[config.mk]
export PLATFORM = sky130hd
export DESIGN_NAME = kb_event_sequencer
export DESIGN_NICKNAME = d
export VERILOG_FILES = /design/src/rtl/kb_event_sequencer.sv
export SDC_FILE = /design/constraint.sdc
export NUM_CORES = 1
export LEC_CHECK = 0
export CORE_MARGIN = 4
export CORE_UTILIZATION = 38
export DETAILED_ROUTE_END_ITERATION = 6
export PLACE_DENSITY_LB_ADDON = 0.15
export SYNTH_ARGS = -nofsm -noshare
export SYNTH_HDL_FRONTEND = slang
export SYNTH_SLANG_ARGS = --single-unit
[constraint.sdc]
create_clock -name clk -period 6.2 [get_ports clk]
set_input_delay 1.24 -clock clk [delete_from_list [all_inputs] [get_ports clk]]
set_output_delay 1.24 -clock clk [all_outputs]
set_load 0.03 [all_outputs]
[src/rtl/kb_event_sequencer.sv]
// rtl/kb_event_sequencer.sv - PS/2 scan code parser, typematic filter and FWFT key event queue
module kb_event_sequencer #(
    parameter int FIFO_DEPTH     = 8,
    parameter int ADDR_W         = 3,
    parameter int TIMEOUT_CYCLES = 1000000
) (
    input  logic              clk,
    input  logic              reset,
    input  logic [7:0]        scan_code,
    input  logic              scan_done_tick,
    output logic              ev_valid,
    input  logic              ev_ready,
    output logic [7:0]        ev_code,
    output logic              ev_ext,
    output logic              ev_break,
    output logic [ADDR_W:0]   ev_count,
    output logic              overflow,
    input  logic              clr_overflow,
    output logic              key_held,
    output logic [7:0]        held_code,
    output logic              held_ext
);
    localparam int TO_W = (TIMEOUT_CYCLES > 1) ? $clog2(TIMEOUT_CYCLES) : 1;
    localparam logic [TO_W-1:0] TO_LAST = TO_W'(TIMEOUT_CYCLES - 1);
    localparam logic [ADDR_W:0] DEPTH = (ADDR_W + 1)'(FIFO_DEPTH);

    typedef enum logic [1:0] {IDLE, EXT, BRK, EXT_BRK} state_t;

    state_t          state;
    state_t          state_n;
    logic [TO_W-1:0] to_cnt;

    logic            ev_gen;
    logic            ev_gen_ext;
    logic            ev_gen_brk;
    logic            is_noise;
    logic            held_match;
    logic            push_req;

    logic [9:0]        mem [FIFO_DEPTH];
    logic [ADDR_W-1:0] wr_ptr;
    logic [ADDR_W-1:0] rd_ptr;
    logic              full;
    logic              pop;
    logic              push;
    logic              drop;

    // Controller chatter (BAT result, ACK, resend, errors) is only meaningful outside a sequence
    assign is_noise = scan_code inside {8'h00, 8'hAA, 8'hE1, 8'hFA, 8'hFE, 8'hFF};

    always_comb begin
        state_n    = state;
        ev_gen     = 1'b0;
        ev_gen_ext = 1'b0;
        ev_gen_brk = 1'b0;
        if (scan_done_tick) begin
            case (state)
                IDLE: begin
                    if (scan_code == 8'hE0) begin
                        state_n = EXT;
                    end else if (scan_code == 8'hF0) begin
                        state_n = BRK;
                    end else if (!is_noise) begin
                        ev_gen = 1'b1;
                    end
                end
                EXT: begin
                    if (scan_code == 8'hF0) begin
                        state_n = EXT_BRK;
                    end else if (scan_code != 8'hE0) begin
                        ev_gen     = 1'b1;
                        ev_gen_ext = 1'b1;
                        state_n    = IDLE;
                    end
                end
                BRK: begin
                    if (scan_code == 8'hE0) begin
                        state_n = EXT;
                    end else if (scan_code != 8'hF0) begin
                        ev_gen     = 1'b1;
                        ev_gen_brk = 1'b1;
                        state_n    = IDLE;
                    end
                end
                default: begin
                    if (scan_code != 8'hE0 && scan_code != 8'hF0) begin
                        ev_gen     = 1'b1;
                        ev_gen_ext = 1'b1;
                        ev_gen_brk = 1'b1;
                        state_n    = IDLE;
                    end
                end
            endcase
        end else if (state != IDLE && to_cnt == TO_LAST) begin
            state_n = IDLE;
        end
    end

    assign held_match = key_held && (scan_code == held_code) && (ev_gen_ext == held_ext);
    // A repeated make of the key already held is typematic and never reaches the queue
    assign push_req   = ev_gen && (ev_gen_brk || !held_match);

    always_ff @(posedge clk or posedge reset) begin
        if (reset) begin
            state     <= IDLE;
            to_cnt    <= '0;
            key_held  <= 1'b0;
            held_code <= 8'h00;
            held_ext  <= 1'b0;
        end else begin
            state <= state_n;
            if (scan_done_tick || state_n == IDLE) begin
                to_cnt <= '0;
            end else begin
                to_cnt <= to_cnt + TO_W'(1);
            end
            if (ev_gen && !ev_gen_brk && !held_match) begin
                key_held  <= 1'b1;
                held_code <= scan_code;
                held_ext  <= ev_gen_ext;
            end else if (ev_gen && ev_gen_brk && held_match) begin
                key_held <= 1'b0;
            end
        end
    end

    assign ev_valid = (ev_count != '0);
    assign full     = (ev_count == DEPTH);
    assign pop      = ev_valid && ev_ready;
    assign push     = push_req && (!full || pop);
    assign drop     = push_req && full && !pop;

    always_ff @(posedge clk) begin
        if (push) begin
            mem[wr_ptr] <= {ev_gen_ext, ev_gen_brk, scan_code};
        end
    end

    assign {ev_ext, ev_break, ev_code} = ev_valid ? mem[rd_ptr] : 10'd0;

    always_ff @(posedge clk or posedge reset) begin
        if (reset) begin
            wr_ptr   <= '0;
            rd_ptr   <= '0;
            ev_count <= '0;
            overflow <= 1'b0;
        end else begin
            if (push) begin
                wr_ptr <= wr_ptr + ADDR_W'(1);
            end
            if (pop) begin
                rd_ptr <= rd_ptr + ADDR_W'(1);
            end
            case ({push, pop})
                2'b10:   ev_count <= ev_count + (ADDR_W + 1)'(1);
                2'b01:   ev_count <= ev_count - (ADDR_W + 1)'(1);
                default: ev_count <= ev_count;
            endcase
            if (drop) begin
                overflow <= 1'b1;
            end else if (clr_overflow) begin
                overflow <= 1'b0;
            end
        end
    end
endmodule
==> After elaboration in Yosys (flattened, before gate mapping) <==
Memories as Yosys holds them, arrays and structs flattened.
Index checks and enable logic that the tools add are counted.
{ "classes": {"reduce_logical": 31, "addsub": 5, "mux": 33, "eq_ne": 17} }
{ "op_table": {"columns": ["cell", "count"], "rows": [
  ["8-bit == test (second input constant)", 7],
  ["20-bit by 1-bit adder with 20-bit output (second input constant)", 1],
  ["20-bit == test (second input constant)", 1],
  ["20-bit 2-to-1 mux", 1],
  ["2-bit 2-to-1 mux", 9],
  ["1-bit 2-to-1 mux", 17],
  ["8-bit != test (second input constant)", 2],
  ["1-bit logical AND", 13],
  ["10-bit 2-to-1 mux", 1],
  ["8-bit == test", 1],
  ["8-bit zero test", 1],
  ["4-bit one-hot mux with 2 select lines", 1],
  ["2-bit nonzero test", 4],
  ["3-bit by 1-bit adder with 3-bit output (second input constant)", 2],
  ["2-bit one-hot mux with 3 select lines", 1],
  ["6-bit nonzero test", 1],
  ["4-bit by 1-bit adder with 4-bit output (second input constant)", 1],
  ["2-bit by 1-bit == test with 1-bit output (second input constant)", 2],
  ["2-bit == test (second input constant)", 2],
  ["4-bit == test (second input constant)", 1],
  ["1-bit zero test", 4],
  ["2-bit zero test", 2],
  ["1-bit one-hot mux with 2 select lines", 2],
  ["4-bit nonzero test", 1],
  ["5 further kinds", 8]
]} }
{ "word_totals": {"regBits": 43, "output_inout_bits": 26, "input_bits": 13, "n_memories": 1, "ram_bits": 80, "elab_cells": 96} }
{ "mem_list": {"columns": ["name", "words", "word_bits", "rd", "rd_ports_with_merged_regs", "write_ports", "line", "source"], "rows": [
  ["mem", 8, 10, 1, 0, 1, "40", "logic [9:0] mem [FIFO_DEPTH];"]
]} }

==> Depth between registers and ports, before layout <==
Gate-level depths: netlist (run 1).
{ "depth": {"depth_word": 13, "ltp_mapped": 13, "mapped_depth_nobuf": 12} }

==> Worst setup path after synthesis (run 1) <==
OpenSTA, ideal clock, no wires.
{ "synth_path": {"path_type": "input-to-reg", "startpoint": "input scan_code[0]", "endpoint": "memory mem[5][0] (enable)", "setup_ps": 392, "path_stages": 7, "path_buffers": 1, "required_time_ps": 5808, "arrival_time_ps": 3619, "setup_slack_ps": 2189, "path_cell_list": "or4_1 buf_2 o311a_1 nand4_2 a31oi_1 or2_1 nor3b_1"} }
{ "synth_between": {"elab_chain_len": 13, "elab_cells_between_ends": 36, "cone_classes": "11 x eq/ne; 16 x mux; 9 x reduce/logical"} }
{ "synth_lines": {"columns": ["item", "line", "source"], "rows": [
  ["start, declared", "9", "input logic [7:0] scan_code,"],
  ["8-bit != test, on equally long branches", "70, 86, 79", null],
  ["1-bit 2-to-1 mux / 1-bit logical AND (equally long branches)", "70, 86", null],
  ["1-bit 2-to-1 mux, on equally long branches", "68, 86", null],
  ["1-bit one-hot mux with 2 select lines", "57", "case (state)"],
  ["1-bit 2-to-1 mux", "56", "if (scan_done_tick) begin"],
  ["1-bit == test", "99", "assign held_match = key_held && (scan_code == held_code) && (ev_gen_ext == held_ext);"],
  ["1-bit logical AND", "99", null],
  ["1-bit zero test", "101", "assign push_req = ev_gen && (ev_gen_brk || !held_match);"],
  ["1-bit logical OR", "101", null],
  ["1-bit logical AND (*)", "101", null],
  ["1-bit logical AND (*)", "130", "assign push = push_req && (!full || pop);"],
  ["1-bit 2-to-1 mux (*)", "134", "if (push) begin"],
  ["1-bit 2-to-1 mux (not written as such) (*)", "135", "mem[wr_ptr] <= {ev_gen_ext, ev_gen_brk, scan_code};"],
  ["end, declared", "40", null]
]} }
Mark *: on every way between the ends. The rest lies on a longest branch, timed or not.

==> Final worst setup path (run 1) <==
{ "layout_path": {"startpoint": "input scan_code[0]", "endpoint": "register ev_count[3]"} }
{ "layout_between": {"elab_cells_between_ends": 38, "cone_classes": "13 x eq/ne; 15 x mux; 10 x reduce/logical"} }
{ "layout_lines": {"columns": ["item", "line", "source"], "rows": [
  ["8-bit != test, on equally long branches", "79, 86", null],
  ["1-bit 2-to-1 mux / 1-bit logical AND (equally long branches)", "79, 86", null],
  ["1-bit 2-to-1 mux, on equally long branches", "77, 86", null],
  ["1-bit one-hot mux with 2 select lines (*)", "57", null],
  ["1-bit 2-to-1 mux (*)", "56", null],
  ["via ev_gen_brk", "35", "logic ev_gen_brk;"],
  ["1-bit logical OR (*)", "101", null],
  ["1-bit logical AND (*)", "101", null],
  ["1-bit logical AND (*)", "130", null],
  ["2-bit by 1-bit == test with 1-bit output / 2-bit == test (equally long branches)", "154", "case ({push, pop})"],
  ["4-bit one-hot mux with 2 select lines / 2-bit nonzero test (equally long branches)", null, null],
  ["end signal, assigned", "155", "2'b10: ev_count <= ev_count + (ADDR_W + 1)'(1);"],
  ["end signal, assigned", "156", "2'b01: ev_count <= ev_count - (ADDR_W + 1)'(1);"],
  ["end signal, assigned", "157", "default: ev_count <= ev_count;"],
  ["end, declared", "16", "output logic [ADDR_W:0] ev_count,"]
]} }
Mark *: on every way through the listed nets, which the timed path passes. The rest lies on a longest branch.
A chain may end at the register's enable or synchronous reset.

==> out/qor.txt, run 1 <==
Leakage power: 2.48 nW
Initial DRC count: 159
Syn nets: 386
DR WL/cell: 18.1 um
# fillers: 1232
Post-DP Area: 6080 um^2
# IOs: 39
Area Growth Syn to Fin: 24.0%
Total negative setup slack: 0 ns
First-pass DRT Iterations: 4
Critical Path Sink Type: register
Max clock buf depth: 2
Port bufs: 38
Asr flop ratio synth: 35.0%
Final Net Count: 447
Root Buffer: clkbuf_16
Cell family with most CP delay: compound AO/OA/AOI/OAI gates
Final instance area: 6690 um^2
Die height: 127 um
Power per Cell Area: 446 nW/um^2
Buf/Inv on CP: 3
Post-CTS setup buffer count: 0
Required @ worst endpoint: 6.53 ns
Max cap viols: 0
Final Skew: 0.0120 ns
Via count: 3253
Global-route wire length before repair: 18800 um
Worst path slowest cell: or4_1
Die Span X: 127 um
Worst R2R Path Depth: 7
CP cell instances: clkdlybuf4s50_1 -> or4_1 -> o211ai_1 -> inv_1 -> a21oi_1 -> nand2_1 -> inv_1 -> ha_1 -> a21o_1 -> a21oi_1 -> or2_2 -> a2bb2oi_1 -> xnor2_1
DIE AREA: 16200 um^2
CTS resizes: 0
Relative slew margins: 28.5%
Number of core rows: 43
Largest net degree at the start of global routing: 44
H-tree depth: 4
Core Box Area: 13900 um^2
Sink Count: 123
Unique masters post-synth: 52
Commonest non-fill, non-tap cell in the layout: edfxtp_1
Worst-path clk slew: 0.06 ns
CTS buffer count: 17
Commonest non-fill, non-tap cells in the layout: 80 x edfxtp_1, 42 x dfrtp_1, 41 x nor2_1
CTS tree: built
Status: finished clean
Clock Latency Late Sink: 0.42 ns
Register area share after synthesis: 64.4%
Share of cells above drive strength 1: 19.5%
Initial Utilization: 38.9%
Peak Freq: 0.208 GHz
Final Hold Fails: 0
Post-synth EDFFs: 80
Flops & latches, synth: 123
Post-synthesis cell area: 5400 um^2
Worst min path class: register to register
Vias in the first global route: 3435
Unrepaired setup endpoints after global routing: no
Final hold slack: 0.522 ns
Post-Route WL: 11300 um
Syn. warnings: 0
Minimum clock period: 4.80 ns
Initial antenna violation count: 0
Crit path largest cell delay: 0.74 ns
Routability cong.: 0.718
Final Util: 48.2%
Critical path fanouts, max: 14
Remaining global-route overflow: 0
Crit share post-route: 77.5%
Max IR drop VDD: 0.177 mV
Post-route ant nets: 0
Synth Instances: 367
Final slew viol count: 0
Syn Area/Cell: 14.7 um^2
Antenna diodes: 0
Worst R2R Setup Slack: 2.85 ns
DPL Wire Length: 7620 um
Prevailing post-synth register cell: edfxtp_1
Measured slew at the worst slew-check pin: 1.07 ns
Worst Hold Depth: 1
Worst path depth: 13
GRT Overall Usage: 15.4%
Vias per cell: 5.24
Worst setup path class: input port to register
Startpoint types: input port
Drt drc: 0
Crit path DAT: 5.14 ns
Endpoints failing setup: 0
CTS Hold Bufs: 0
==> Yosys cell counts (4+ instances only) <==
cell | instances | area share [%]
nor3b_1 | 4 | 0.56
nor4_1 | 6 | 0.70
nand3_1 | 13 | 1.2
xor2_1 | 18 | 2.9
nand2_1 | 19 | 1.3
inv_1 | 12 | 0.83
xnor2_1 | 14 | 2.3
mux2_2 | 10 | 2.1
nor3_1 | 6 | 0.56
and2_1 | 5 | 0.58
nor2_1 | 41 | 2.9
a21oi_1 | 4 | 0.37
dfrtp_1 | 43 | 20
mux4_2 | 20 | 8.3
mux2i_1 | 11 | 2.0
edfxtp_1 | 80 | 45
ha_1 | 5 | 1.2
o21ai_0 | 4 | 0.37
clkbuf_1 | 6 | 0.42
==> sequential cells by signal, summed over array words and instances (netlist names) <==
register / count
wr_ptr: 3
overflow: 1
held_code: 8
mem: 80
ev_count: 4
key_held: 1
state: 2
rd_ptr: 3
held_ext: 1
to_cnt: 20
==> stage by stage <==
step                      instances  power, mW  worst slack, ns
after global routing            621       3.14             1.13
after floorplan                 367       1.66             2.19
after global placement          589       1.99             1.10
after detailed placement        589       2.00             1.04
after CTS                       621       3.03             1.47
final                           621       2.99             1.40
==> cell families (layout without fill, tap and decap cells) <==
family	after synthesis	count (layout)	synth area share [%]
AO/OA/AOI/OAI	23	23	3.41
XOR/XNOR	32	32	5.19
adder cells (fa/ha/maj)	6	6	1.53
buffers and inverters	22	96	1.55
flip-flops	123	123	64.4
multiplexers	41	41	12.5
AND/OR/NAND/NOR	120	120	11.4
==> final cells by class <==
type | count | area (um^2) | area share, %
well taps | 180 | 225 | 3.37
inverters | 12 | 45.0 | 0.673
clock inverters | 15 | 189 | 2.82
flip-flops and latches | 123 | 3480 | 52.0
multi-input cells | 222 | 1840 | 27.5
clock buffers | 17 | 425 | 6.36
repair buffers | 52 | 485 | 7.26
==> path summary, 6_finish.rpt <==
check / from / to
max: scan_code[0] / ev_count[3]$_DFFE_PP0P_
min: to_cnt[0]$_DFF_PP0_ / to_cnt[0]$_DFF_PP0_
max reg2reg: state[1]$_DFF_PP0_ / mem[3][0]$_DFFE_PP_
min reg2reg: to_cnt[0]$_DFF_PP0_ / to_cnt[0]$_DFF_PP0_
max in group asynchronous: reset / rd_ptr[0]$_DFFE_PP0P_
min in group asynchronous: reset / to_cnt[16]$_DFF_PP0_
==> layer usage <==
metal	wire length [um]	track usage, %	share of wire (%)
met1	5040	20.1	45
met3	457	4.26	4.1
met5	0	0	0
met4	162	5.87	1.4
met2	5610	24.8	50
==> power breakdown <==
part	internal [mW]	switching [mW]
clock network	0.639	0.378
registers	0.985	0.157
logic	0.413	0.413
Power figures use the tool's default switching activity.
==> run 2, diff against run 1 <==
- clock period: 6.2 -> 4.1 ns (I/O delays scaled with it)
==> run 2 against run 1 <==
Via count shrank 0.34%. Global-route usage barely moved. Register-to-register slack worse by 1.6 ns. Cell area grew 1.7%. Utilization up 0.83 points. Clock power up 45%. Cell count up 2.9%. Critical endpoint unchanged. Largest cell class unchanged.
==> out/qor.txt, run 2 (synthesized netlist as in run 1, its figures left out) <==
Status: finished clean
Pre-CTS setup slack: 0.195 ns
Vias per cell: 5.07
Max cap viols: 0
Clock network power share: 33.0%
Remaining global-route overflow: 0
Sw frac: 30.7%
CP cell instances: clkdlybuf4s50_1 -> buf_12 -> or4_1 -> o311a_1 -> nand4_2 -> a21oi_1 -> nand2_1 -> inv_1 -> ha_1 -> a21o_1 -> a21oi_1 -> or2_2 -> a2bb2oi_1 -> xnor2_1
Crit path largest cell delay: 0.64 ns
DPL Wire Length: 7810 um
CTS buffer count: 17
GRT Overall Usage: 15.5%
Critical Path Sink Type: register
Sequential Power Share: 36.7%
Measured slew at the worst slew-check pin: 0.758 ns
Biggest regs: mem: 80 flops, to_cnt: 20 flops, held_code: 8 flops
First-pass DRT Iterations: 5
Final Net Count: 465
CTS tree: built
Power per Cell Area: 658 nW/um^2
Die height: 127 um
Worst min path class: register to register
Minimum clock period: 3.51 ns
Total Power: 4.48 mW
Finished Layout Cells: 639
Leakage power: 2.56 nW
Antenna diodes: 0
Post-Route WL: 11500 um
Area Growth Syn to Fin: 26.1%
Most frequent CP cell: a21oi_1
Most flops, register: mem
Worst R2R Setup Slack: 1.28 ns
Number of core rows: 43
Startpoint types: input port
Int Pwr: 3.10 mW
Root Buffer: clkbuf_16
Crit path DAT: 3.84 ns
Required @ worst endpoint: 4.44 ns
Critical path fanouts, max: 14
Total negative setup slack: 0 ns
Endpoints failing setup: 0
Final Skew: 0.00860 ns
Worst setup path class: input port to register
Sink Count: 123
Largest net degree at the start of global routing: 44
P_sw: 1.38 mW
Commonest non-fill, non-tap cell in the layout: edfxtp_1
Cell total after placement: 607
Max FFs per register: 80
Relative slew margins: 49.5%
Final Hold Fails: 0
Crit share post-route: 85.5%
Post-route ant nets: 0
DR WL/cell: 18.0 um
Logic pwr share: 30.3%
Initial Utilization: 38.9%
Initial antenna violation count: 0
H-tree depth: 4
Routability cong.: 0.818
Commonest non-fill, non-tap cells in the layout: 80 x edfxtp_1, 43 x dfrtp_1, 41 x nor2_1
Vias in the first global route: 3432
Max clock buf depth: 2
# IOs: 39
Clock Latency Late Sink: 0.42 ns
Drt drc: 0
CTS Hold Bufs: 0
Final slew viol count: 0
Initial DRC count: 174
Die Span X: 127 um
Unrepaired setup endpoints after global routing: no
Setup ws final: 0.594 ns
Post-CTS setup buffer count: 0
Max IR drop VDD: 0.260 mV
Global-route wire length before repair: 18800 um
CTS resizes: 0
Core Box Area: 13900 um^2
Port bufs: 38
Share of cells above drive strength 1: 21.1%
Worst path slowest cell: or4_1
Final hold slack: 0.521 ns
Worst-path clk slew: 0.05 ns
DIE AREA: 16200 um^2
Peak Freq: 0.285 GHz
Via count: 3242
[run 2: changes by cell type in the layout (fill, tap and decap cells not counted)]
| cell | delta |
|---|---|
| clkbuf_8 | +1 |
| buf_12 | +1 |
| dfrtp_2 | -1 |
| clkinv_4 | -3 |
| dfrtp_1 | +1 |
| inv_8 | -1 |
| clkbuf_1 | +5 |
| inv_6 | -4 |
| clkinv_2 | +1 |
| clkinv_1 | +1 |
| buf_4 | +17 |
[run 2: stage by stage]
step                cell area [um^2]  utilization (%)
floorplan                       5400                -
global placement                6220             44.8
detailed placement              6220             44.8
CTS                             6810             49.0
global route                    6810             49.0
finish                          6810             49.0
[run 2: routing by layer]
layer,vias to the layer above,track usage (%),wire (um)
li1,1530,-,-
met1,1638,19.5,5210
met2,59,25.2,5730
met3,15,4.64,387
met4,0,5.87,176
met5,-,0,0
[run 2: power groups by stage]
| stage | Combinational [mW] | Clock (mW) | Sequential (mW) |
|---|---|---|---|
| floorplan | 0.868 | 0 | 1.64 |
| global placement | 1.37 | 0 | 1.66 |
| detailed placement | 1.39 | 0 | 1.67 |
| CTS | 1.39 | 1.51 | 1.64 |
| global route | 1.48 | 1.57 | 1.66 |
| finish | 1.36 | 1.48 | 1.64 |
[run 2: layout make-up]
cell class / instances / area (um^2)
inverters: 12 / 45.0
clock buffers: 23 / 458
clock inverters: 9 / 125
multi-input cells: 222 / 1840
repair buffers: 70 / 633
well taps: 180 / 225
fillers: 1240 / 7070
flip-flops and latches: 123 / 3480
[run 2: critical path: cells and delay by family]
| kind | cells | cell delay [ns] |
|---|---|---|
| adder cells (fa/ha/maj) | 1 | 0.27 |
| AO/OA/AOI/OAI | 5 | 0.93 |
| buffers and inverters | 3 | 0.68 |
| AND/OR/NAND/NOR | 4 | 1.00 |
| XOR/XNOR | 1 | 0.13 |
[run 2: final timing paths]
kind,startpoint,end,cells after the start
worst max-delay path,scan_code[0],ev_count[3]$_DFFE_PP0P_,14
worst min-delay path,to_cnt[0]$_DFF_PP0_,to_cnt[0]$_DFF_PP0_,1
worst min register to register,to_cnt[0]$_DFF_PP0_,to_cnt[0]$_DFF_PP0_,1
worst max register to register,held_code[7]$_DFFE_PP0P_,ev_count[3]$_DFFE_PP0P_,12
max in group asynchronous,reset,rd_ptr[1]$_DFFE_PP0P_,3
min in group asynchronous,reset,overflow$_DFFE_PP0P_,3
==> run 3, diff against run 2 <==
- CORE_UTILIZATION: 38 -> 53
- CTS_CLUSTER_SIZE: unset -> 10
- GPL_TIMING_DRIVEN: unset -> 1
==> run 3 against run 2 <==
Critical path depth shrank 9. Combinational power hardly changed. Routed wire length fell by 5.6%. Register-to-register slack lost 0.07 ns. Sequential cell count stayed put. Worst setup slack got worse by 0.19 ns. Power decreased by 1.9%. Global-route usage up 5.5 points. Die area down 27%. First-iteration DRC count fell by 20%. Non-clock buffer count unchanged. Largest cell class unchanged. Highest routed layer unchanged.
==> out/qor.txt, run 3 (synthesized netlist as in run 1, its figures left out) <==
Vias in the first global route: 3467
Number of core rows: 36
Startpoint types: register
Clock Latency Late Sink: 0.52 ns
Port bufs: 38
DIE AREA: 11900 um^2
Global-route wire length before repair: 18000 um
Critical Path Sink Type: primary output
Worst setup path class: register to primary output
Final hold slack: 0.519 ns
Die Span X: 109 um
Die height: 109 um
Setup ws final: 0.402 ns
Worst path slowest cell: dfrtp_1
Leakage power: 2.54 nW
Share of cells above drive strength 1: 21.8%
Final Net Count: 465
CTS buffer count: 17
Post-CTS setup buffer count: 0
Area Growth Syn to Fin: 24.4%
CTS Hold Bufs: 0
DPL Wire Length: 7570 um
Commonest non-fill, non-tap cell in the layout: edfxtp_1
Crit share post-route: 90.2%
Relative slew margins: 51.5%
Antenna diodes: 0
Sink Count: 123
Crit path DAT: 2.88 ns
First-pass DRT Iterations: 4
Remaining global-route overflow: 0
Commonest non-fill, non-tap cells in the layout: 80 x edfxtp_1, 43 x dfrtp_1, 41 x nor2_1
Highest layer used for signal routing: met4
Initial antenna violation count: 0
Initial DRC count: 140
DR WL/cell: 18.3 um
Post-route ant nets: 0
Measured slew at the worst slew-check pin: 0.728 ns
Vias per cell: 5.51
Max IR drop VDD: 0.315 mV
# IOs: 39
Via count: 3261
Core Box Area: 9860 um^2
Metal3 WL: 474 um
Detail Route met2 WL: 5620 um
Worst-path clk slew: 0.06 ns
DRT met1 WL: 4540 um
Power per Cell Area: 654 nW/um^2
Root Buffer: clkbuf_8
Peak Freq: 0.270 GHz
Worst min path class: register to register
# fillers: 689
Initial Utilization: 54.7%
Final Skew: 0.00894 ns
Endpoints failing setup: 0
Largest net degree at the start of global routing: 44
Status: finished clean
Unrepaired setup endpoints after global routing: no
Max FFs per register: 80
Final slew viol count: 0
Buf/Inv on CP: 2
Biggest regs: mem: 80 flops, to_cnt: 20 flops, held_code: 8 flops
Routability cong.: 0.770
Cell family with most CP delay: buffers and inverters
Minimum clock period: 3.70 ns
GRT Overall Usage: 21.0%
Crit path largest cell delay: 0.71 ns
Total negative setup slack: 0 ns
Post-Route WL: 10900 um
CTS tree: built
H-tree depth: 4
Worst R2R Setup Slack: 1.21 ns
Critical path fanouts, max: 10
Pre-CTS setup slack: 0.0460 ns
CP cell instances: buf_4 -> mux4_2 -> mux2i_1 -> nor2_1 -> clkdlybuf4s50_1
Max cap viols: 0
Required @ worst endpoint: 3.28 ns
Most flops, register: mem
Final Hold Fails: 0
Max clock buf depth: 2
Drt drc: 0
CTS resizes: 0
[run 3: final cells by class]
class / count / area [um^2] / share of cell area (%)
Timing Repair Buffer: 70 / 621 / 9.25
Inverter: 12 / 45.0 / 0.671
Sequential cell: 123 / 3480 / 51.8
Clock inverter: 15 / 146 / 2.18
Clock buffer: 17 / 414 / 6.17
Multi-Input combinational cell: 222 / 1840 / 27.4
Tap cell: 133 / 166 / 2.48
[run 3: final timing paths]
| path | cells past startpoint | from | to |
|---|---|---|---|
| worst min register to register | 2 | wr_ptr[0]$_DFFE_PP0P_ | wr_ptr[0]$_DFFE_PP0P_ |
| worst max register to register | 12 | state[1]$_DFF_PP0_ | ev_count[3]$_DFFE_PP0P_ |
| worst max-delay path | 5 | rd_ptr[0]$_DFFE_PP0P_ | ev_code[7] |
| worst min-delay path | 2 | wr_ptr[0]$_DFFE_PP0P_ | wr_ptr[0]$_DFFE_PP0P_ |
| max in group asynchronous | 3 | reset | held_code[6]$_DFFE_PP0P_ |
| min in group asynchronous | 3 | reset | ev_count[2]$_DFFE_PP0P_ |
[run 3: power breakdown]
| group | switching (mW) | leakage, nW | total (mW) | internal [mW] |
|---|---|---|---|---|
| combinational | 0.684 | 0.980 | 1.34 | 0.652 |
| clock | 0.537 | 0.263 | 1.40 | 0.860 |
| sequential | 0.167 | 1.29 | 1.66 | 1.49 |
[run 3: through the flow]
step	util (%)	std cells	power (mW)	area (um^2)
2_1_floorplan	-	367	2.51	5400
3_3_place_gp	62.4	560	3.01	6150
3_5_place_dp	62.4	560	3.04	6150
4_1_cts	68.0	592	4.44	6710
5_1_grt	68.0	592	4.61	6710
6_report	68.0	592	4.39	6710
[run 3: tightest hold or removal path: stages, from the launching register on]
cell	delay, ns
dfrtp_1	0.37
nand2_1	0.06
nand2_1	0.06
[run 3: routing by layer]
layer	global-route usage [%]	up-vias
met2	35.0	71
met4	8.48	0
li1	-	1538
met1	25.9	1629
met3	5.74	23
met5	0	-
